==> config.mk <==
export PLATFORM = sky130hd
export DESIGN_NAME = fwd_hazard_unit
export DESIGN_NICKNAME = d
export VERILOG_FILES = /design/src/rtl/fwd_hazard_unit_pkg.sv /design/src/rtl/fwd_hazard_unit_sel.sv /design/src/rtl/fwd_hazard_unit.sv
export SDC_FILE = /design/constraint.sdc
export NUM_CORES = 1
export LEC_CHECK = 0
export BUFFER_PORTS_ARGS = -buffer_cell sky130_fd_sc_hd__buf_2
export CAP_MARGIN = 30
export CORE_ASPECT_RATIO = 1.4
export CORE_UTILIZATION = 25
export CTS_CLUSTER_SIZE = 12
export DETAILED_ROUTE_END_ITERATION = 10
export PLACE_DENSITY = 0.52
export SKIP_LAST_GASP = 1
export SLEW_MARGIN = 5
export SYNTH_ARGS = -nofsm -noshare
export SYNTH_HDL_FRONTEND = slang
export SYNTH_SLANG_ARGS = --single-unit
==> constraint.sdc <==
create_clock -name clk -period 2.1 [get_ports clk]
set_input_delay 0 -clock clk [delete_from_list [all_inputs] [get_ports clk]]
set_output_delay 0 -clock clk [all_outputs]
set_load 0.02 [all_outputs]
==> src/rtl/fwd_hazard_unit_pkg.sv <==
// Shared constants and stage-slot record layouts for the forwarding / load-use hazard unit.
// Both slots record which register the instruction in that stage will write.
package fwd_hazard_unit_pkg;

   localparam int RA_W = 5;
   localparam logic [RA_W-1:0] ZERO_REG = '0;

   typedef logic [1:0] fwd_sel_t;

   localparam fwd_sel_t FWD_RF  = 2'd0;
   localparam fwd_sel_t FWD_WB  = 2'd1;
   localparam fwd_sel_t FWD_MEM = 2'd2;

   typedef struct packed {
      logic [RA_W-1:0] dst;
      logic            reg_write;
      logic            mem_read;
      logic            valid;
   } ex_slot_t;

   typedef struct packed {
      logic [RA_W-1:0] dst;
      logic            reg_write;
   } mem_slot_t;

   localparam ex_slot_t EX_BUBBLE = '{dst: '0, reg_write: 1'b0, mem_read: 1'b0, valid: 1'b0};
   localparam mem_slot_t MEM_EMPTY = '{dst: '0, reg_write: 1'b0};

   // A bubble carries reg_write=0, so it can never become a forwarding source in MEM.
   function automatic mem_slot_t ex_to_mem(input ex_slot_t s);
      mem_slot_t m;
      m.dst       = s.dst;
      m.reg_write = s.reg_write & s.valid;
      return m;
   endfunction

endpackage

==> src/rtl/fwd_hazard_unit_sel.sv <==
// Priority compare for a single EX operand: newest in-flight producer wins,
// the zero register and unused or invalid operands always read the register file.
module fwd_sel_calc
   import fwd_hazard_unit_pkg::*;
#(
   parameter int              RA_W_P     = RA_W,
   parameter logic [RA_W-1:0] ZERO_REG_P = ZERO_REG
) (
   input  logic              id_valid,
   input  logic              use_reg,
   input  logic [RA_W_P-1:0] src,
   input  logic              ex_valid,
   input  logic              ex_reg_write,
   input  logic [RA_W_P-1:0] ex_dst,
   input  logic              mem_reg_write,
   input  logic [RA_W_P-1:0] mem_dst,
   output fwd_sel_t          sel
);

   logic operand_live;
   logic hit_ex;
   logic hit_mem;

   assign operand_live = id_valid & use_reg & (src != ZERO_REG_P);
   assign hit_ex       = ex_valid & ex_reg_write & (ex_dst == src);
   assign hit_mem      = mem_reg_write & (mem_dst == src);

   always_comb begin
      sel = FWD_RF;
      if (!operand_live) begin
         sel = FWD_RF;
      end else if (hit_ex) begin
         sel = FWD_MEM;
      end else if (hit_mem) begin
         sel = FWD_WB;
      end
   end

endmodule

==> src/rtl/fwd_hazard_unit.sv <==
// ID->EX forwarding select generator and load-use stall controller for the 5-stage pipeline.
// Tracks the destinations of the EX and MEM instructions and registers the operand-mux selects.
module fwd_hazard_unit
   import fwd_hazard_unit_pkg::*;
#(
   parameter int              RA_W_P     = RA_W,
   parameter logic [RA_W-1:0] ZERO_REG_P = ZERO_REG
) (
   input  logic              clk,
   input  logic              reset,
   input  logic              id_valid,
   input  logic [RA_W_P-1:0] id_rs,
   input  logic [RA_W_P-1:0] id_rt,
   input  logic              id_use_rs,
   input  logic              id_use_rt,
   input  logic [RA_W_P-1:0] id_dst,
   input  logic              id_reg_write,
   input  logic              id_mem_read,
   input  logic              flush,
   output logic [1:0]        fwd_sel_a,
   output logic [1:0]        fwd_sel_b,
   output logic              stall,
   output logic              ex_valid
);

   ex_slot_t  ex_slot_reg;
   mem_slot_t mem_slot_reg;
   ex_slot_t  ex_slot_next;

   logic [1:0][RA_W_P-1:0] src;
   logic [1:0]             use_src;
   fwd_sel_t [1:0]         sel_next;
   fwd_sel_t [1:0]         sel_reg;

   logic ex_is_load;
   logic load_use;
   logic insert_bubble;

   assign src[0]     = id_rs;
   assign src[1]     = id_rt;
   assign use_src[0] = id_use_rs;
   assign use_src[1] = id_use_rt;

   // Operand A (index 0) and operand B (index 1) are resolved independently.
   generate
      for (genvar gi = 0; gi < 2; gi++) begin : g_operand
         fwd_sel_calc #(
            .RA_W_P     (RA_W_P),
            .ZERO_REG_P (ZERO_REG_P)
         ) u_sel (
            .id_valid      (id_valid),
            .use_reg       (use_src[gi]),
            .src           (src[gi]),
            .ex_valid      (ex_slot_reg.valid),
            .ex_reg_write  (ex_slot_reg.reg_write),
            .ex_dst        (ex_slot_reg.dst),
            .mem_reg_write (mem_slot_reg.reg_write),
            .mem_dst       (mem_slot_reg.dst),
            .sel           (sel_next[gi])
         );
      end
   endgenerate

   assign ex_is_load = ex_slot_reg.valid & ex_slot_reg.mem_read & (ex_slot_reg.dst != ZERO_REG_P);

   assign load_use = ex_is_load & id_valid &
                     ((id_use_rs & (id_rs == ex_slot_reg.dst)) |
                      (id_use_rt & (id_rt == ex_slot_reg.dst)));

   // A squashed instruction must not hold the front end, so flush masks the stall.
   assign stall         = load_use & ~flush;
   assign insert_bubble = flush | load_use;

   always_comb begin
      ex_slot_next           = EX_BUBBLE;
      ex_slot_next.dst       = id_dst;
      ex_slot_next.reg_write = id_reg_write & id_valid;
      ex_slot_next.mem_read  = id_mem_read & id_valid;
      ex_slot_next.valid     = id_valid;
   end

   always_ff @(posedge clk or posedge reset) begin
      if (reset) begin
         ex_slot_reg  <= EX_BUBBLE;
         mem_slot_reg <= MEM_EMPTY;
         sel_reg      <= '0;
      end else begin
         mem_slot_reg <= ex_to_mem(ex_slot_reg);
         if (insert_bubble) begin
            ex_slot_reg <= EX_BUBBLE;
            sel_reg     <= '0;
         end else begin
            ex_slot_reg <= ex_slot_next;
            sel_reg     <= sel_next;
         end
      end
   end

   assign fwd_sel_a = sel_reg[0];
   assign fwd_sel_b = sel_reg[1];
   assign ex_valid  = ex_slot_reg.valid;

endmodule

==> results.cfg <==
[floorplanning]
start_util_pct = 26.8
design.core.area_mm2 = 0.00344
die_h_um = 73.8
num_io_pins = 29
num_rows = 25
die_width_um = 53.3
dieArea_mm2 = 0.00393

[worst_setup_path]
start_kind = flop
path_class = reg2reg
endpoint_kind = flop
cp.depth = 5
timing.rr.start = ex_slot_reg[4]
worstPathCellList = or4_1 > o2111ai_2 > nor2_2 > buf_4 > nor4_1
crit_family = simple AND/OR/NAND/NOR gates
crit_start = ex_slot_reg[4]
max_stage_delay_ns = 0.56
crit_fanout = 12
cp_slowest_cell = or4_1
arrival_ns = 1.92
rr_worst_depth = 5
crit_buf_inv = 1
cp.required_ns = 2.26

[synthesis]
synth_seq_cells = 18
synth_top_area_share_pct = 48.9
synth-edff-count = 0
synth_flop_cell = dfrtp_1
yosysTopAreaCell = dfrtp_1
syn_area_per_cell_um2 = 12.0
synth_area_leaders = dfrtp_1 (49%), xor2_1 (17%), nor3b_2 (6.8%)
async_flop_share_pct = 100
syn_nets = 100
synth_seq_area_share_pct = 48.9
syn_area_um2 = 921
ys_warn_count = 0
yosysUniqueCellTypes = 20
syn_inst = 77

[sta]
slew_headroom_pct = 55.1
worst_slew_pin_slew_ns = 0.673
rsz0062_at_grt = no
fin_crit_sh_pct = 84.0
period_needed_ns = 1.76
setup_viol = 0
max_freq_ghz = 0.567
worst_slack_ns = 0.335
fin_worst_skew_ns = 0.00549
hold_viol_final = 0
tns_ns = 0
maxSlewViolCount = 0

[cts]
cts_buffers = 3
cts.clk_slew.worst_paths_ns = 0.07
cts.sinks = 18
cts_tree = done
ctsRootBufferMaster = clkbuf_8
cts.repair.resized = 0
htree_levels = 1
insertion_delay_ns = 0.26
clk_path_buf_depth = 2

[cells_and_area]
syn_to_final_growth_pct = 32.7
antenna_cells = 0
drive_gt1_share_pct = 37.4
largest_reg_flops = 7
fin_area_mm2 = 0.00122
final_nets = 139

[route]
drc = 0
via_per_inst = 4.56
avgRoutedWirePerCell_um = 13.4
final_antenna_net_count = 0
drt_pass1_iterations = 4
drt_iter0_drc = 7
drt_wl_total_um = 2080
via_count = 707

[power]
clkPwrFrac_pct = 37.0
internal-power_w = 0.000577
swShare_pct = 23.9
combPwrFrac_pct = 13.9
seq_power_share_pct = 49.1
max-vdd-ir-drop_mv = 0.324
p_switching_w = 0.000182
leakage_nw = 0.582
power_density_mw_per_mm2 = 621

[flow_run]
maxCapViolCount = 0

[status]
status = finished, final reports clean

[grt]
grt_antenna_before_repair = 0
grt_max_degree = 19
grt_pass1_vias = 756
grtUsageTotal_pct = 12.5
grt_pass1_wl_um = 3390
overflow = 0

[placed_design]
port-buffer-count = 28
dp_hpwl_um = 1670
gp_congestion = 0.867
place_area_mm2 = 0.00111
dpl_worst_slack_ns = 0.325

[hold_path]
holdPathStages = 2
hold_class = in2reg
min-delay-start = id_dst[3]
-- worst reg2reg max path, stage by stage, from the launching register on --
cell,delay [ns]
dfrtp_1,0.41
or4_1,0.56
o2111ai_2,0.22
nor2_2,0.05
buf_4,0.20
nor4_1,0.23
-- power by group through the flow --
stage                     registers, W  clock network, W   logic, W
final                         0.000372          0.000281   0.000105
after global routing          0.000374          0.000308   0.000117
after CTS                     0.000372          0.000294   0.000106
after detailed placement      0.000379                 0  0.0000972
after global placement        0.000378                 0  0.0000977
after floorplan               0.000377                 0  0.0000523
-- cell usage after synthesis (3+ instances only) --
cell type  instances
xor2_1            18
nor2_1             4
nor3_1             3
dfrtp_1           18
nor3b_2            5
nor4_1             3
nand2_1            5
or4_1              3
-- cells by family after synthesis --
kind of cell / Yosys count / synth area share [%]
AND/OR/NAND/NOR: 30 / 23.9
XOR/XNOR: 20 / 19.0
flip-flops: 18 / 48.9
AO/OA/AOI/OAI: 6 / 6.11
buffers and inverters: 3 / 2.04
-- per-layer routing --
metal / up-vias / GRT usage, % / part of all wire (%)
li1: 346 / - / -
met1: 330 / 13.2 / 39
met2: 25 / 21.3 / 51
met3: 6 / 3.52 / 6.8
met4: 0 / 7.31 / 3.1
met5: - / 0 / 0
-- what timing repair did --
item                                   in CTS  in global routing
setup buffers                               0                  0
hold buffers                                6                  0
endpoints found under the hold margin      23                  0
-- through the flow --
step | power [W] | hold slack [ns] | cells | utilization, %
2_1_floorplan | 0.000429 | -0.0614 | 77 | -
3_3_place_gp | 0.000476 | 0.131 | 145 | 32.2
3_5_place_dp | 0.000476 | 0.135 | 145 | 32.2
4_1_cts | 0.000772 | 0.00378 | 155 | 35.5
5_1_grt | 0.000799 | 0.0126 | 155 | 35.5
6_report | 0.000759 | 0.00548 | 155 | 35.5
-- cell usage in the layout, fill, tap and decap left out, drive strengths merged --
cell type,Yosys,routed
buf,1,29
nor4,4,4
dfrtp,18,18
o211ai,2,2
xnor2,2,2
nor2b,2,2
nand2,5,5
xor2,18,18
inv,2,2
clkbuf,0,4
nor2,5,5
a32oi,1,1
nor3,5,5
o2111ai,3,3
or4,3,3
dlygate4sd3,0,6
nor3b,6,6
-- final cells by class --
type                            count  area [um^2]
Inverter                            2         7.51
Clock buffer                        4         55.1
Timing Repair Buffer               35          208
Sequential cell                    18          450
Fill cell                         361         2220
Tap cell                           40         50.0
Multi-Input combinational cell     56          452
-- worst paths after layout --
kind / endpoint / slack, ns
worst max-delay path: fwd_sel_b[1] / 0.34
worst min-delay path: ex_slot_reg[6] / 0.005
worst max register to register: fwd_sel_b[1] / 0.34
worst min register to register: mem_slot_reg[2] / 0.45
max in group asynchronous: mem_slot_reg[5] / 1.29
min in group asynchronous: ex_valid / 0.38
No activity file was read; power rests on OpenSTA's default activity.
